--- src/rtl/mux_n_1_rr_if.sv ---
// Bundle of the N-channel input side and single output side of the mux.
// The mux uses the slave modport; whatever drives and observes it uses master.
interface mux_n_1_rr_if #(
    parameter int WIDTH = 8,
    parameter int N     = 4,
    parameter int SW    = $clog2(N)
);
    logic [N*WIDTH-1:0] in_data;
    logic [N-1:0]       in_valid;
    logic [N-1:0]       in_ready;
    logic               mode;
    logic [SW-1:0]      sel;
    logic [WIDTH-1:0]   out_data;
    logic               out_valid;
    logic               out_ready;
    logic [SW-1:0]      out_ch;

    modport slave (
        input  in_data, in_valid, mode, sel, out_ready,
        output in_ready, out_data, out_valid, out_ch
    );

    modport master (
        output in_data, in_valid, mode, sel, out_ready,
        input  in_ready, out_data, out_valid, out_ch
    );
endinterface

--- src/rtl/mux_n_1_rr.sv ---
// N:1 valid/ready multiplexer with a registered output stage.
// The channel is picked either by a fixed select or by a round-robin pointer.
module mux_n_1_rr #(
    parameter int WIDTH = 8,
    parameter int N     = 4,
    parameter int SW    = $clog2(N)
) (
    input  logic             clk,
    input  logic             rst,
    mux_n_1_rr_if.slave      bus
);
    localparam logic [SW-1:0] LAST = SW'(N - 1);

    logic [WIDTH-1:0] out_data_q, out_data_d;
    logic [SW-1:0]    out_ch_q, out_ch_d;
    logic             out_valid_q, out_valid_d;
    logic [SW-1:0]    ptr_q, ptr_d;

    logic [WIDTH-1:0] word [N];
    logic [N-1:0]     grant;
    logic [SW-1:0]    grant_idx;
    logic             any_grant;
    logic             load_en;
    int               idx;

    assign load_en = !out_valid_q || bus.out_ready;

    genvar gi;
    generate
        for (gi = 0; gi < N; gi++) begin : g_chan
            assign word[gi]         = bus.in_data[gi*WIDTH +: WIDTH];
            assign bus.in_ready[gi] = load_en && grant[gi] && !rst;
        end
    endgenerate

    // Grant is derived from in_valid and the pointer only, never from data.
    always_comb begin
        grant     = '0;
        grant_idx = '0;
        any_grant = 1'b0;
        idx       = 0;
        if (!bus.mode) begin
            if (int'(bus.sel) < N) begin
                if (bus.in_valid[bus.sel]) begin
                    any_grant = 1'b1;
                    grant_idx = bus.sel;
                end
            end
        end else begin
            for (int k = 0; k < N; k++) begin
                idx = (int'(ptr_q) + k) % N;
                if (!any_grant && bus.in_valid[idx]) begin
                    any_grant = 1'b1;
                    grant_idx = SW'(idx);
                end
            end
        end
        if (any_grant) begin
            grant[grant_idx] = 1'b1;
        end
    end

    always_comb begin
        out_data_d  = out_data_q;
        out_ch_d    = out_ch_q;
        out_valid_d = out_valid_q;
        ptr_d       = ptr_q;
        if (load_en) begin
            if (any_grant) begin
                out_data_d  = word[grant_idx];
                out_ch_d    = grant_idx;
                out_valid_d = 1'b1;
                if (bus.mode) begin
                    ptr_d = (grant_idx == LAST) ? '0 : grant_idx + 1'b1;
                end
            end else begin
                out_valid_d = 1'b0;
            end
        end
    end

    always_ff @(posedge clk) begin
        if (rst) begin
            out_data_q  <= '0;
            out_ch_q    <= '0;
            out_valid_q <= 1'b0;
            ptr_q       <= '0;
        end else begin
            out_data_q  <= out_data_d;
            out_ch_q    <= out_ch_d;
            out_valid_q <= out_valid_d;
            ptr_q       <= ptr_d;
        end
    end

    assign bus.out_data  = out_data_q;
    assign bus.out_ch    = out_ch_q;
    assign bus.out_valid = out_valid_q;
endmodule

--- src/flat_wrapper.sv ---
// flat-port wrapper written by rule: the top's interface ports become plain ports
module mux_n_1_rr_flat 
#(
    parameter int WIDTH = 8,
    parameter int N     = 4,
    parameter int SW    = $clog2(N)
)
  (clk, rst, bus_in_data, bus_in_valid, bus_mode, bus_sel, bus_out_ready, bus_in_ready, bus_out_data, bus_out_valid, bus_out_ch);
  mux_n_1_rr_if #(.WIDTH(WIDTH), .N(N), .SW(SW)) bus_i ();
  input  logic clk;
  input  logic rst;
  input wire logic [$bits(bus_i.in_data)-1:0] bus_in_data;
  input wire logic [$bits(bus_i.in_valid)-1:0] bus_in_valid;
  input wire logic [$bits(bus_i.mode)-1:0] bus_mode;
  input wire logic [$bits(bus_i.sel)-1:0] bus_sel;
  input wire logic [$bits(bus_i.out_ready)-1:0] bus_out_ready;
  output wire logic [$bits(bus_i.in_ready)-1:0] bus_in_ready;
  output wire logic [$bits(bus_i.out_data)-1:0] bus_out_data;
  output wire logic [$bits(bus_i.out_valid)-1:0] bus_out_valid;
  output wire logic [$bits(bus_i.out_ch)-1:0] bus_out_ch;
  assign bus_i.in_data = bus_in_data;
  assign bus_i.in_valid = bus_in_valid;
  assign bus_i.mode = bus_mode;
  assign bus_i.sel = bus_sel;
  assign bus_i.out_ready = bus_out_ready;
  assign bus_in_ready = bus_i.in_ready;
  assign bus_out_data = bus_i.out_data;
  assign bus_out_valid = bus_i.out_valid;
  assign bus_out_ch = bus_i.out_ch;
  mux_n_1_rr #(.WIDTH(WIDTH), .N(N), .SW(SW)) u_core (.clk(clk), .rst(rst), .bus(bus_i));
endmodule
--- config.mk ---
export PLATFORM = sky130hd
export DESIGN_NAME = mux_n_1_rr_flat
export DESIGN_NICKNAME = d
export VERILOG_FILES = /design/src/rtl/mux_n_1_rr_if.sv /design/src/rtl/mux_n_1_rr.sv /design/src/flat_wrapper.sv
export SDC_FILE = /design/constraint.sdc
export NUM_CORES = 1
export LEC_CHECK = 0
export CAP_MARGIN = 20
export CORE_MARGIN = 5
export CORE_UTILIZATION = 45
export CTS_BUF_LIST = sky130_fd_sc_hd__clkbuf_8
export CTS_CLUSTER_DIAMETER = 80
export DETAILED_ROUTE_END_ITERATION = 12
export PLACE_DENSITY = 0.87
export SLEW_MARGIN = 30
export SYNTH_ARGS = -nofsm -noshare
export SYNTH_HDL_FRONTEND = slang
export SYNTH_SLANG_ARGS = --single-unit
--- constraint.sdc ---
create_clock -name clk -period 4.6 [get_ports clk]
set_input_delay 0.69 -clock clk [delete_from_list [all_inputs] [get_ports clk]]
set_output_delay 0.69 -clock clk [all_outputs]
set_load 0.02 [all_outputs]
==> summary.md <==
| Metric | Value |
|---|---|
| CTS tree | yes |
| Reg-to-reg startpoint | u_core.ptr_q[1] |
| Crit-path max cell delay | 0.60 ns |
| Worst min-delay path category | reg -> reg |
| Die Wd | 67.7 um |
| Root Driver | clkbuf_8 |
| CP Class | in -> out |
| Combinational Power Share | 0.480 |
| Synth Net Count | 232 |
| Vias/cell | 5.90 |
| Register share of total power | 0.302 |
| Initial DRC count | 132 |
| Cells along the critical path | clkdlybuf4s50_1 -> mux2i_1 -> nor2_2 -> o21ai_0 -> and2_1 -> inv_1 -> ha_1 -> and2_1 -> clkdlybuf4s50_1 |
| Fin crit share | 0.935 |
| Crit path buffers/inverters | 3 |
| CORE AREA | 0.00328 sq mm |
| Post-DP HPWL | 3250 um |
| RSZ-0062 raised after global routing | false |
| Most frequent cells in the layout | clkdlybuf4s50_1, inv_1, a211oi_1 |
| Sw Pwr | 0.163 mW |
| Vias | 1652 |
| Final nets | 281 |
| Synth Register Bits | 13 |
| Initial antenna violation count | 0 |
| Worst hold endpoint | u_core.bus.out_ch[1] |
| CP delay by family, top | buffers and inverters |
| Share of async-settable or async-resettable flops after synthesis | 0 |
| FF/Latch Area | 260 sq um |
| Clock Pin Slew Worst Setup and Hold Paths | 0.05 ns |
| IO buf count | 56 |
| Fillers | 288 |
| Gpl congestion | 0.818 |
| Number of flops mapped to enable cells by yosys | 0 |
| Pwr Density | 219 mW/mm^2 |
| Wire length per cell | 16.1 um |
| Data required, critical path | 3.91 ns |
| Setup Fix Bufs, Post-CTS | 0 |
| RR Endpoint | u_core.bus.out_data[4] |
| Rows | 21 |
| DRC viols | 0 |
| Peak VDD IR | 0.189 mV |
| MaxCap Viol Count | 0 |
| Internal | 0.297 mW |
| Synth area leader | dfxtp_1 |
| Detail Route Antenna Nets | 0 |
| H-tree levels | 1 |
| Clk_lat worst skew | 0.25 ns |
| Startpoint Class | primary input |
| Clk buf depth | 2 |
| Depth of the worst register-to-register path | 5 |
| Max_slew headroom | 0.504 |
| Total CTS buffers | 3 |
| Area of the multi-input gates | 0.00108 sq mm |
| Post-Place Setup Slack | 0.321 ns |
| Grt total ovfl | 0 |
| Tmin final | 4.30 ns |
| CP max FO | 18 |
| Yosys warns | 0 |
| Clk pwr share | 0.218 |
| Leakage power | 0.771 nW |
| Cell count after synthesis | 186 |
| Synth Flop Type | dfxtp_1 |
| R2R Setup Slk | 2.45 ns |
| Most common cell after layout, fill and taps aside | clkdlybuf4s50_1 |
| Hold depth | 2 |
| Net Sw Frac | 0.354 |
| Resized cells post-CTS | 0 |
| First-pass GRT wire length | 7140 um |
| Area Overhead vs Synth | 40.4% |
| Clk_skew | 0.00422 ns |
| Hold Crit Start | u_core.bus.out_ch[1] |
| WP data arrival | 3.61 ns |
| Total GRT Usage | 0.198 |
| Antenna fix cells | 0 |
| DIE HEIGHT | 67.7 um |
| Final slew viol count | 0 |
| Slowest CP cell | clkdlybuf4s50_1 |
| Setup violations, final | 0 |
| Synthesized cell area | 0.00150 sq mm |
| Synth unique cells | 36 |
| I/O pins | 57 |
| Final count of hold timing violations | 0 |
| Number of global-route vias before repair | 1478 |
| Starting Density | 0.456 |
| Die area | 0.00458 sq mm |
| Setup ws final | 0.299 ns |
| Clock sinks | 13 |
| Seq/Total Area, Yosys | 0.174 |
| Pre-antenna DRT Iters | 4 |
| Worst Tran Pin Value | 0.744 ns |
| Crit. End Element | primary output |
| Setup TNS Final | 0 ns |
| Peak Freq | 232 MHz |
| Layout cells sized above 1 | 0.0513 |
| Synth top area share | 0.174 |
| Cts hold-fix bufs | 0 |
| Synthesized area per cell | 8.05 sq um |
| WL final | 4500 um |
| Status | complete, no violations |
| Largest cells by area after synthesis | dfxtp_1, a32o_1, a2111oi_0, a211oi_1, a21boi_0 |
| Largest net degree at the start of global routing | 33 |
-- cells in the mapped netlist, types with 4 or more instances --
| master | instances |
|---|---|
| a2111oi_0 | 16 |
| a211oi_1 | 18 |
| a21boi_0 | 17 |
| a32o_1 | 16 |
| and2_1 | 5 |
| buf_2 | 4 |
| clkbuf_1 | 7 |
| dfxtp_1 | 13 |
| ha_1 | 4 |
| inv_1 | 23 |
| nand2b_1 | 4 |
| nand3b_1 | 8 |
| nor2_1 | 8 |
| o221ai_1 | 8 |
-- area by class of cell --
cell class              instances  area share
clock buffers                   3      0.0196
clock inverters                 1     0.00179
inverters                      23      0.0411
multi-input cells             136       0.512
flip-flops and latches         13       0.124
well taps                      46      0.0274
repair buffers                 58       0.274
-- per-layer routing --
metal | vias up | share of wire | track usage
li1 | 846 | - | -
met1 | 760 | 0.48 | 0.289
met4 | 0 | 0.0056 | 0.0304
met3 | 3 | 0.048 | 0.0333
met2 | 43 | 0.46 | 0.305
met5 | - | 0 | 0
-- worst max path at each step --
stage,depth (start not counted),startpoint,slack (ns),to
3_3_place_gp,9,bus_in_valid[3],0.37,bus_in_ready[1]
5_1_grt,9,bus_mode,0.11,bus_in_ready[3]
2_1_floorplan,8,bus_in_valid[2],1.66,bus_in_ready[2]
4_1_cts,9,bus_in_valid[3],0.32,bus_in_ready[3]
6_report,9,bus_in_valid[3],0.30,bus_in_ready[3]
3_5_place_dp,9,bus_in_valid[3],0.32,bus_in_ready[3]
-- cell families after synthesis --
kind of cell             count (synthesis)  synth area share
multiplexers                             4            0.0276
AND/OR/NAND/NOR                         37             0.149
flip-flops                              13             0.174
buffers and inverters                   37             0.111
adder cells (fa/ha/maj)                  4            0.0334
AO/OA/AOI/OAI                           91             0.505
-- flip-flops by register name (all words and copies together), names as in the netlist --
| signal | flops |
|---|---|
| u_core.bus.out_valid | 1 |
| u_core.bus.out_data | 8 |
| u_core.ptr_q | 2 |
| u_core.bus.out_ch | 2 |
-- power by group through the flow --
stage | clock [mW] | combinational (mW) | sequential, mW
2_1_floorplan | 0 | 0.113 | 0.154
3_3_place_gp | 0 | 0.217 | 0.140
3_5_place_dp | 0 | 0.218 | 0.141
4_1_cts | 0.101 | 0.220 | 0.139
5_1_grt | 0.107 | 0.240 | 0.141
6_report | 0.100 | 0.221 | 0.139
-- worst reg2reg max path, cell delays in order, from the launching register on --
cell and delay (ns):
dfxtp_1 0.46, and4bb_1 0.26, o21ai_0 0.24, nand2_1 0.40
a211oi_1 0.49, o221ai_1 0.17
-- through the flow --
stage	std cells	power [mW]	cell area (sq um)	hold slack, ns	utilization
after floorplan	186	0.268	1500	0.500	-
after CTS	280	0.460	2100	0.507	0.639
after global placement	276	0.357	2050	0.485	0.626
final	280	0.460	2100	0.499	0.640
after detailed placement	276	0.358	2050	0.493	0.626
after global routing	280	0.488	2100	0.547	0.640
Note: power is estimated with default switching activity, not from simulation.
